$ cat src/rtl/pierce_pkg.sv
// Shared types for the Pierce-arrow serial logic unit.
//   op_t    : 3-bit operation select presented on the top-level op port
//   state_t : sequencing states of the serial evaluator
//   OP_COUNT: number of distinct operations
package pierce_pkg;

    localparam int unsigned OP_W     = 3;
    localparam int unsigned OP_COUNT = 8;

    typedef enum logic [OP_W-1:0] {
        OP_NOT_A = 3'd0,
        OP_OR    = 3'd1,
        OP_AND   = 3'd2,
        OP_IMP   = 3'd3,
        OP_NOR   = 3'd4,
        OP_NAND  = 3'd5,
        OP_XOR   = 3'd6,
        OP_XNOR  = 3'd7
    } op_t;

    typedef enum logic [1:0] {
        IDLE = 2'd0,
        RUN  = 2'd1,
        DONE = 2'd2
    } state_t;

endpackage

$ cat src/rtl/pierce_arrow.sv
// Two-input Pierce arrow (NOR), the only Boolean primitive of the unit.
//   a, b : inputs
//   y    : a NOR b
module pierce_arrow (
    input  logic a,
    input  logic b,
    output logic y
);

    assign y = ~(a | b);

endmodule

$ cat src/rtl/pierce_bit_cell.sv
// Combinational 1-bit Boolean cell. Every candidate function is built only
// from Pierce arrows; op merely selects which network output drives y.
//   a, b : operand bits
//   op   : operation select
//   y    : result bit
module pierce_bit_cell
    import pierce_pkg::*;
(
    input  logic a,
    input  logic b,
    input  op_t  op,
    output logic y
);

    logic n_a;      // NOT a
    logic n_b;      // NOT b
    logic nor_ab;   // a NOR b
    logic or_ab;    // NOT(a NOR b)
    logic and_ab;   // (NOT a) NOR (NOT b)
    logic nand_ab;  // NOT(and)
    logic nimp_ab;  // (NOT a) NOR b  == a & ~b
    logic imp_ab;   // NOT(nimp)
    logic xq;       // a NOR (a NOR b)
    logic xr;       // b NOR (a NOR b)
    logic xnor_ab;  // xq NOR xr
    logic xor_ab;   // NOT(xnor)

    pierce_not   u_not_a  (.x(a),       .y(n_a));
    pierce_not   u_not_b  (.x(b),       .y(n_b));
    pierce_arrow u_nor    (.a(a),       .b(b),       .y(nor_ab));
    pierce_not   u_or     (.x(nor_ab),  .y(or_ab));
    pierce_arrow u_and    (.a(n_a),     .b(n_b),     .y(and_ab));
    pierce_not   u_nand   (.x(and_ab),  .y(nand_ab));
    pierce_arrow u_nimp   (.a(n_a),     .b(b),       .y(nimp_ab));
    pierce_not   u_imp    (.x(nimp_ab), .y(imp_ab));

    // Four-arrow XNOR network sharing the a NOR b term.
    pierce_arrow u_xq     (.a(a),       .b(nor_ab),  .y(xq));
    pierce_arrow u_xr     (.a(b),       .b(nor_ab),  .y(xr));
    pierce_arrow u_xnor   (.a(xq),      .b(xr),      .y(xnor_ab));
    pierce_not   u_xor    (.x(xnor_ab), .y(xor_ab));

    // Output select only; no data-path logic here.
    always_comb begin
        y = 1'b0;
        case (op)
            OP_NOT_A: y = n_a;
            OP_OR:    y = or_ab;
            OP_AND:   y = and_ab;
            OP_IMP:   y = imp_ab;
            OP_NOR:   y = nor_ab;
            OP_NAND:  y = nand_ab;
            OP_XOR:   y = xor_ab;
            OP_XNOR:  y = xnor_ab;
            default:  y = 1'b0;
        endcase
    end

endmodule

$ cat src/rtl/pierce_not.sv
// Inverter made from a single Pierce arrow with both inputs tied together.
//   x : input
//   y : NOT x
module pierce_not (
    input  logic x,
    output logic y
);

    pierce_arrow u_arrow (
        .a (x),
        .b (x),
        .y (y)
    );

endmodule

$ cat src/rtl/pierce_serial_logic_unit.sv
// Bit-serial Boolean unit: evaluates LANES bits per clock through an array of
// NOR-only bit cells, taking WIDTH/LANES cycles per operation, with
// valid/ready handshakes on both sides.
//   clk, rst            : clock, asynchronous active-high reset
//   in_valid / in_ready : operand handshake (a, b, op)
//   out_valid/out_ready : result handshake (result)
//   busy                : high while evaluating
module pierce_serial_logic_unit
    import pierce_pkg::*;
#(
    parameter int unsigned WIDTH = 8,
    parameter int unsigned LANES = 1
) (
    input  logic             clk,
    input  logic             rst,
    input  logic             in_valid,
    output logic             in_ready,
    input  logic [WIDTH-1:0] a,
    input  logic [WIDTH-1:0] b,
    input  logic [2:0]       op,
    output logic             out_valid,
    input  logic             out_ready,
    output logic [WIDTH-1:0] result,
    output logic             busy
);

    localparam int unsigned STEPS = (LANES == 0) ? 1 : WIDTH / LANES;
    localparam int unsigned CNT_W = (STEPS > 1) ? $clog2(STEPS) : 1;
    localparam logic [CNT_W-1:0] LAST_STEP = CNT_W'(STEPS - 1);

    // Reject configurations that would leave a partial slice.
    if (WIDTH < 1 || LANES < 1 || (WIDTH % LANES) != 0) begin : g_bad_cfg
        $error("pierce_serial_logic_unit: WIDTH (%0d) must be a nonzero multiple of LANES (%0d)",
               WIDTH, LANES);
    end

    state_t           state;
    logic [WIDTH-1:0] a_sh;
    logic [WIDTH-1:0] b_sh;
    op_t              op_q;
    logic [CNT_W-1:0] step;
    logic [LANES-1:0] lane_y;
    logic             accept;

    // Ready in IDLE, or in DONE when the pending result is being taken now.
    assign in_ready = (state == IDLE) || ((state == DONE) && out_ready);
    assign accept   = in_valid && in_ready;

    // Cell array evaluates the low LANES bits of the operand shift registers.
    for (genvar i = 0; i < LANES; i++) begin : g_lane
        pierce_bit_cell u_cell (
            .a  (a_sh[i]),
            .b  (b_sh[i]),
            .op (op_q),
            .y  (lane_y[i])
        );
    end

    // Sequencer, operand shifters, step counter and registered outputs.
    always_ff @(posedge clk or posedge rst) begin
        if (rst) begin
            state     <= IDLE;
            a_sh      <= '0;
            b_sh      <= '0;
            op_q      <= OP_NOT_A;
            step      <= '0;
            result    <= '0;
            out_valid <= 1'b0;
            busy      <= 1'b0;
        end else begin
            case (state)
                IDLE: begin
                    if (accept) begin
                        a_sh      <= a;
                        b_sh      <= b;
                        op_q      <= op_t'(op);
                        step      <= '0;
                        result    <= '0;
                        state     <= RUN;
                        busy      <= 1'b1;
                        out_valid <= 1'b0;
                    end
                end

                RUN: begin
                    result[32'(step) * LANES +: LANES] <= lane_y;
                    a_sh <= a_sh >> LANES;
                    b_sh <= b_sh >> LANES;
                    if (step == LAST_STEP) begin
                        // Counter parks on the last step; reloaded on next accept.
                        state     <= DONE;
                        busy      <= 1'b0;
                        out_valid <= 1'b1;
                    end else begin
                        step <= step + CNT_W'(1);
                    end
                end

                DONE: begin
                    if (out_ready) begin
                        out_valid <= 1'b0;
                        if (in_valid) begin
                            // Back-to-back: accept new operands as the result leaves.
                            a_sh   <= a;
                            b_sh   <= b;
                            op_q   <= op_t'(op);
                            step   <= '0;
                            result <= '0;
                            state  <= RUN;
                            busy   <= 1'b1;
                        end else begin
                            state <= IDLE;
                        end
                    end
                end

                default: begin
                    state     <= IDLE;
                    busy      <= 1'b0;
                    out_valid <= 1'b0;
                end
            endcase
        end
    end

endmodule

$ cat config.mk
export PLATFORM = sky130hd
export DESIGN_NAME = pierce_serial_logic_unit
export DESIGN_NICKNAME = d
export VERILOG_FILES = /design/src/rtl/pierce_pkg.sv /design/src/rtl/pierce_arrow.sv /design/src/rtl/pierce_bit_cell.sv /design/src/rtl/pierce_not.sv /design/src/rtl/pierce_serial_logic_unit.sv
export SDC_FILE = /design/constraint.sdc
export NUM_CORES = 1
export LEC_CHECK = 0
export ABC_AREA = 1
export BUFFER_PORTS_ARGS = -buffer_cell sky130_fd_sc_hd__buf_2
export CORE_MARGIN = 4
export CORE_UTILIZATION = 57
export CTS_BUF_LIST = sky130_fd_sc_hd__clkbuf_2
export DETAILED_ROUTE_END_ITERATION = 10
export GPL_ROUTABILITY_DRIVEN = 0
export PLACE_DENSITY_LB_ADDON = 0.12
export SLEW_MARGIN = 40
export SYNTH_ARGS = -nofsm -noshare
export SYNTH_HDL_FRONTEND = slang
export SYNTH_HIERARCHICAL = 1
export SYNTH_SLANG_ARGS = --single-unit
$ cat constraint.sdc
create_clock -name clk -period 2.03 [get_ports clk]
set_input_delay 0.1015 -clock clk [delete_from_list [all_inputs] [get_ports clk]]
set_output_delay 0.1015 -clock clk [all_outputs]
set_load 0.01 [all_outputs]
==> results of run 1 <==
==> path summary, 6_finish.rpt <==
path                                             from                     to  slack [ps]  depth (start not counted)
worst max-delay path              step[0]$_DFFE_PP0P_  result[4]$_DFFE_PP0P_         180                          7
worst min-delay path                         in_valid    a_sh[7]$_DFFE_PP0P_           5                          3
worst max register to register    step[0]$_DFFE_PP0P_  result[4]$_DFFE_PP0P_         180                          7
worst min register to register  result[4]$_DFFE_PP0P_  result[4]$_DFFE_PP0P_         490                          2
max in group asynchronous                         rst    b_sh[0]$_DFFE_PP0P_        1380                          4
min in group asynchronous                         rst  result[5]$_DFFE_PP0P_         340                          4
==> worst max-delay path, cell delays in order (launching register included) <==
cell and delay [ps]:
dfrtp_1 450, inv_1 140, ha_1 230, ha_2 400, inv_1 150, nor3_1 230, nand3_1 120, nand2_1 80
==> repair_timing <==
item	CTS	global route
endpoints found under the hold margin	50	0
buffers inserted	0	2
setup endpoints to repair	0	6
hold buffers	18	0
resized for setup	0	2
==> cell families (layout without fill, tap and decap cells) <==
kind of cell / Yosys count / count (layout) / share of synthesized area [%]
multiplexers: 3 / 3 / 2.10
AO/OA/AOI/OAI: 22 / 22 / 7.64
AND/OR/NAND/NOR: 131 / 131 / 34.3
buffers and inverters: 26 / 79 / 6.87
adder cells (fa/ha/maj): 4 / 4 / 2.81
flip-flops: 33 / 33 / 46.3
==> where the power goes <==
part,internal (uW),switching (uW),total [uW],leakage [uW]
clock,75.3,214,289,0.0000278
combinational,674,1080,1760,0.000665
sequential,939,216,1160,0.000407
==> sequential cells by signal (all words and copies together), names as in the netlist <==
signal	cells
a_sh	8
busy	1
b_sh	8
op_q	3
out_valid	1
step	3
result	8
state	1
==> per-layer routing <==
metal	GRT usage, %	vias to the layer above	wire, um
met5	0	-	0
met4	5.66	0	44
met3	4.57	7	174
met2	35.5	34	1880
met1	25.0	717	1750
li1	-	829	-
==> per-stage QoR <==
stage | power, uW | TNS (ps)
CTS | 3160 | 0
floorplan | 2510 | 0
global route | 3550 | -40.7
finish | 3200 | 0
detailed placement | 2840 | 0
global placement | 2830 | 0
==> synth_stat cells, drive strengths merged <==
| master | number | area share [%] |
|---|---|---|
| nor2 | 45 | 9.9 |
| ha | 4 | 2.8 |
| o21ai | 12 | 3.4 |
| o22ai | 6 | 2.1 |
| a21oi | 1 | 0.91 |
| buf | 8 | 3.1 |
| nand4 | 4 | 1.4 |
| inv | 16 | 3.4 |
| o21bai | 2 | 0.84 |
| a22oi | 1 | 0.42 |
| dfrtp | 33 | 46 |
| mux2 | 3 | 2.1 |
| nand3 | 23 | 6.5 |
| clkbuf | 2 | 0.42 |
| nand2 | 40 | 9.3 |
| nor3 | 19 | 7.3 |
==> layout make-up <==
| type | instances | share of cell area [%] |
|---|---|---|
| inverter | 16 | 2.74 |
| clock buffer | 5 | 1.14 |
| clock inverter | 3 | 0.570 |
| tap | 44 | 2.51 |
| timing repair buffer | 55 | 17.1 |
| sequential | 33 | 37.6 |
| multi-input combinational | 160 | 38.3 |
==> results.sh, run 1 <==
export IMPL_num_rows=20
export IMPL_dpl_hpwl_um=2490
export IMPL_drtPass1Iterations=4
export IMPL_post_place_ws_ps=176
export IMPL_grt_util_all_layers_pct=20.3
export IMPL_skew_ps=12.1
export IMPL_synth_area_per_cell_sq_um=8.15
export IMPL_antenna_found_initial=0
export IMPL_maxSlewViolCount=0
export IMPL_holdWs_ps=5.25
export IMPL_final_area_sq_um=2190
export IMPL_drive_gt1_share_pct=22.8
export IMPL_netlist_area_sq_um=1780
export IMPL_path_max_fanout=8
export IMPL_drt_iter0_drc=48
export IMPL_layout_common_cells="43 x nor2_1, 38 x nand2_1, 33 x dfrtp_1, 33 x buf_2, 23 x nand3_1"
export IMPL_die_w_um=64.0
export IMPL_hold_path_class="in -> reg"
export IMPL_nets=298
export IMPL_fin_ws_ps=181
export IMPL_cts_num_sinks=33
export IMPL_clk_pin_slew_worst_paths_ps=170
export IMPL_numCtsBuffers=5
export IMPL_dp_cells=288
export IMPL_multi_input_area_sq_um=841
export IMPL_period_needed_ps=1850
export IMPL_grt_pass1_vias=1554
export IMPL_yosys_warnings=6
export IMPL_grt_max_degree=34
export IMPL_ys_ff_latch=33
export IMPL_post_drt_via_cell_ratio=5.02
export IMPL_fin_cells=316
export IMPL_core_area_sq_um=3030
export IMPL_post_route_period_util_pct=91.1
export IMPL_fmax_mhz=541
export IMPL_cts_max_path_buffers=2
export IMPL_clk_latency_ps=370
export IMPL_port_buffers=33
export IMPL_start_util_pct=58.9
export IMPL_die_h_um=64.0
export IMPL_fill_cells=238
export IMPL_grt_ovfl_total=0
export IMPL_cts_root_buf="clkbuf_2"
export IMPL_synth_cells=219
export IMPL_area_growth_pct=23.0
export IMPL_die_area_sq_um=4090
export IMPL_path_class="reg -> reg"
export IMPL_routed_wirelength_um=3850
export IMPL_ys_types=23
export IMPL_fin_util_pct=72.5
export IMPL_crit_path_start_kind="flop"
export IMPL_final_common_cell="nor2_1"
export IMPL_wire_per_inst_um=12.2
export IMPL_ys_seq_area_share_pct=46.3
export IMPL_status="finished clean"
export IMPL_htreeDepth=2
export IMPL_slew_headroom_pct=72.5
export IMPL_vdd_ir_drop_max_mv=1.17
export IMPL_power_leakage_uw=0.00110
export IMPL_grt_pass1_wl_um=6580
export IMPL_cts_tree="built"
export IMPL_drc=0
export IMPL_worstPathRequired_ps=2340
export IMPL_io_pins=34
export IMPL_tightest_slew_ps=413
export IMPL_finalSetupViolations=0
export IMPL_synthesis_nets=246
export IMPL_antenna_cells=0
export IMPL_maxCapViolCount=0
export IMPL_power_density_nw_per_um2=1460
export IMPL_worstPathArrival_ps=2160
export IMPL_hold_violations=0
export IMPL_cp_end_kind="flop"
export IMPL_vias=1587
export IMPL_place_area_sq_um=1960
export IMPL_ant_nets=0
export IMPL_regArea_sq_um=826
Note: power is estimated with default switching activity, not from simulation.
==> inputs of run 2 (changes only) <==
--- a/config.mk
+++ b/config.mk
@@ -7,12 +7,14 @@
 export LEC_CHECK = 0
 export ABC_AREA = 1
 export BUFFER_PORTS_ARGS = -buffer_cell sky130_fd_sc_hd__buf_2
+export CELL_PAD_IN_SITES_DETAIL_PLACEMENT = 2
+export CELL_PAD_IN_SITES_GLOBAL_PLACEMENT = 2
 export CORE_MARGIN = 4
-export CORE_UTILIZATION = 57
+export CORE_UTILIZATION = 33
 export CTS_BUF_LIST = sky130_fd_sc_hd__clkbuf_2
 export DETAILED_ROUTE_END_ITERATION = 10
 export GPL_ROUTABILITY_DRIVEN = 0
-export PLACE_DENSITY_LB_ADDON = 0.12
+export PLACE_DENSITY_LB_ADDON = 0.05
 export SLEW_MARGIN = 40
 export SYNTH_ARGS = -nofsm -noshare
 export SYNTH_HDL_FRONTEND = slang
==> run 2 against run 1 <==
  * Maximum frequency is 0.59% higher
  * Clock skew is 4.4 ps lower
  * Critical endpoint is now result[1]$_DFFE_PP0P_
  * Critical path depth is 1 higher
  * Global-route usage is 2.6 points lower
  * Hold slack better by 38 ps
  * Cell count is 8.9% higher
  * First-iteration DRC count is 42% lower
  * Sequential cell count stayed put
  * Die area is 63% higher
  * Sequential power hardly changed
  * Worst setup slack better by 11 ps
==> results.sh, run 2 (synthesized netlist as in run 1, its figures left out) <==
export IMPL_status="finished clean"
export IMPL_wire_per_inst_um=14.9
export IMPL_post_route_period_util_pct=90.6
export IMPL_wl_met2_um=2650
export IMPL_seqPwrFrac_pct=34.8
export IMPL_num_rows=26
export IMPL_vdd_ir_drop_max_mv=0.502
export IMPL_numCtsBuffers=5
export IMPL_fill_cells=601
export IMPL_cp_cell_sequence="inv_1, ha_1, ha_2, inv_1, o21ai_0, nand2_1, nand2_1, o21ai_0"
export IMPL_die_area_sq_um=6650
export IMPL_grt_ovfl_total=0
export IMPL_layout_common_cells="41 x nor2_1, 38 x nand2_1, 33 x buf_2"
export IMPL_path_class="reg -> reg"
export IMPL_grt_util_all_layers_pct=17.7
export IMPL_fin_util_pct=43.7
export IMPL_hold_start="in_valid"
export IMPL_vias=1679
export IMPL_reg_largest_list="a_sh x8, b_sh x8, result x8"
export IMPL_cp_slowest_cell="dfrtp_1"
export IMPL_period_needed_ps=1840
export IMPL_p_total_uw=3310
export IMPL_grt_setup_unrepaired="false"
export IMPL_drt_iter0_drc=28
export IMPL_top_layer="met4"
export IMPL_post_drt_via_cell_ratio=4.88
export IMPL_io_pins=34
export IMPL_fin_cells=344
export IMPL_start_util_pct=34.5
export IMPL_htreeDepth=2
export IMPL_area_growth_pct=26.6
export IMPL_drive_gt1_share_pct=23.7
export IMPL_p_clk_share_pct=9.0
export IMPL_grt_max_degree=34
export IMPL_cts_root_buf="clkbuf_2"
export IMPL_post_place_ws_ps=137
export IMPL_drt_met1_wl_um=2250
export IMPL_max_stage_delay_ps=440
export IMPL_maxCapViolCount=0
export IMPL_fin_ws_ps=192
export IMPL_core_area_sq_um=5170
export IMPL_fin_setup_tns_ps=0
export IMPL_clk_pin_slew_worst_paths_ps=170
export IMPL_final_common_cell="nor2_1"
export IMPL_cts_num_sinks=33
export IMPL_power_leakage_uw=0.00111
export IMPL_cp_end_kind="flop"
export IMPL_worstPathRequired_ps=2290
export IMPL_antenna_found_initial=0
export IMPL_ant_nets=0
export IMPL_die_w_um=81.5
export IMPL_port_buffers=33
export IMPL_tightest_slew_ps=441
export IMPL_critPathBufInv=2
export IMPL_cts_max_path_buffers=2
export IMPL_switchingPower_uw=1610
export IMPL_power_density_nw_per_um2=1460
export IMPL_pwr_share_comb_pct=56.2
export IMPL_worstPathArrival_ps=2090
export IMPL_cts_tree="built"
export IMPL_path_delay_family="adder cells"
export IMPL_crit_start="step[0]$_DFFE_PP0P_"
export IMPL_hold_violations=0
export IMPL_drtPass1Iterations=3
export IMPL_slew_headroom_pct=70.6
export IMPL_dpl_hpwl_um=3420
export IMPL_routed_wl_met3_um=155
export IMPL_path_max_fanout=8
export IMPL_drc=0
export IMPL_fmax_mhz=544
export IMPL_crit_path_start_kind="flop"
export IMPL_hold_path_class="in -> reg"
export IMPL_clk_latency_ps=360
export IMPL_nets=301
export IMPL_antenna_cells=0
export IMPL_grt_pass1_vias=1884
export IMPL_swShare_pct=48.6
export IMPL_finalSetupViolations=0
export IMPL_grt_pass1_wl_um=8890
export IMPL_power_internal_uw=1700
export IMPL_skew_ps=7.73
export IMPL_post_cts_buffers=0
export IMPL_dp_cells=316
export IMPL_routed_wirelength_um=5120
export IMPL_die_h_um=81.5
export IMPL_maxSlewViolCount=0
export IMPL_rr_startpoint="step[0]$_DFFE_PP0P_"
run 2: cell types whose count changed in the layout (fill, tap and decap cells not counted):
| cell | change |
|---|---|
| clkbuf_2 | +1 |
| clkinv_1 | -1 |
| clkinv_2 | -1 |
| nor2_1 | -2 |
| dfrtp_1 | -1 |
| dlygate4sd3_1 | +3 |
| nor2_2 | +2 |
| dfrtp_2 | +1 |
run 2: power groups by stage:
stage / clock, uW / sequential (uW) / combinational [uW]
4_1_cts: 324 / 1150 / 1880
3_5_place_dp: 0 / 1160 / 1830
2_1_floorplan: 0 / 1140 / 1370
5_1_grt: 359 / 1200 / 2150
3_3_place_gp: 0 / 1150 / 1780
6_report: 298 / 1150 / 1860
run 2: what timing repair did:
action / in CTS / in global routing
setup endpoints to repair: 0 / 8
resized for setup: 0 / 5
hold endpoints to repair: 50 / 2
hold buffers: 19 / 2
run 2: tightest hold or removal path, cell delays in order:
cell and delay [ps]:
buf_2 130, nand3_1 80, a22oi_1 60
run 2: metal layers:
metal  GRT usage [%]  up-vias
met5               0        -
met4            5.91        0
met3            3.95        5
met2            31.8       25
met1            20.7      818
li1                -      831
run 2: final cells by class:
cell class,count,area (sq um),area share (%)
multi-input cells,160,846,37.4
flip-flops and latches,33,827,36.6
repair buffers,58,405,17.9
well taps,70,87.6,3.88
inverters,16,60.1,2.66
clock buffers,6,30.0,1.33
clock inverters,1,3.75,0.166
run 2: worst paths after layout:
check / slack [ps] / depth (start not counted) / end
max reg2reg: 190 / 8 / result[1]$_DFFE_PP0P_
min in group asynchronous: 380 / 4 / a_sh[0]$_DFFE_PP0P_
max: 190 / 8 / result[1]$_DFFE_PP0P_
min: 40 / 3 / busy$_DFFE_PP0P_
min reg2reg: 490 / 2 / result[7]$_DFFE_PP0P_
max in group asynchronous: 1340 / 4 / a_sh[0]$_DFFE_PP0P_
run 2: metrics by stage:
step	hold slack, ps	instance area (sq um)
finish	43.4	2260
global route	3.69	2260
CTS	9.31	2230
detailed placement	238	2000
global placement	221	2000
floorplan	230	1780
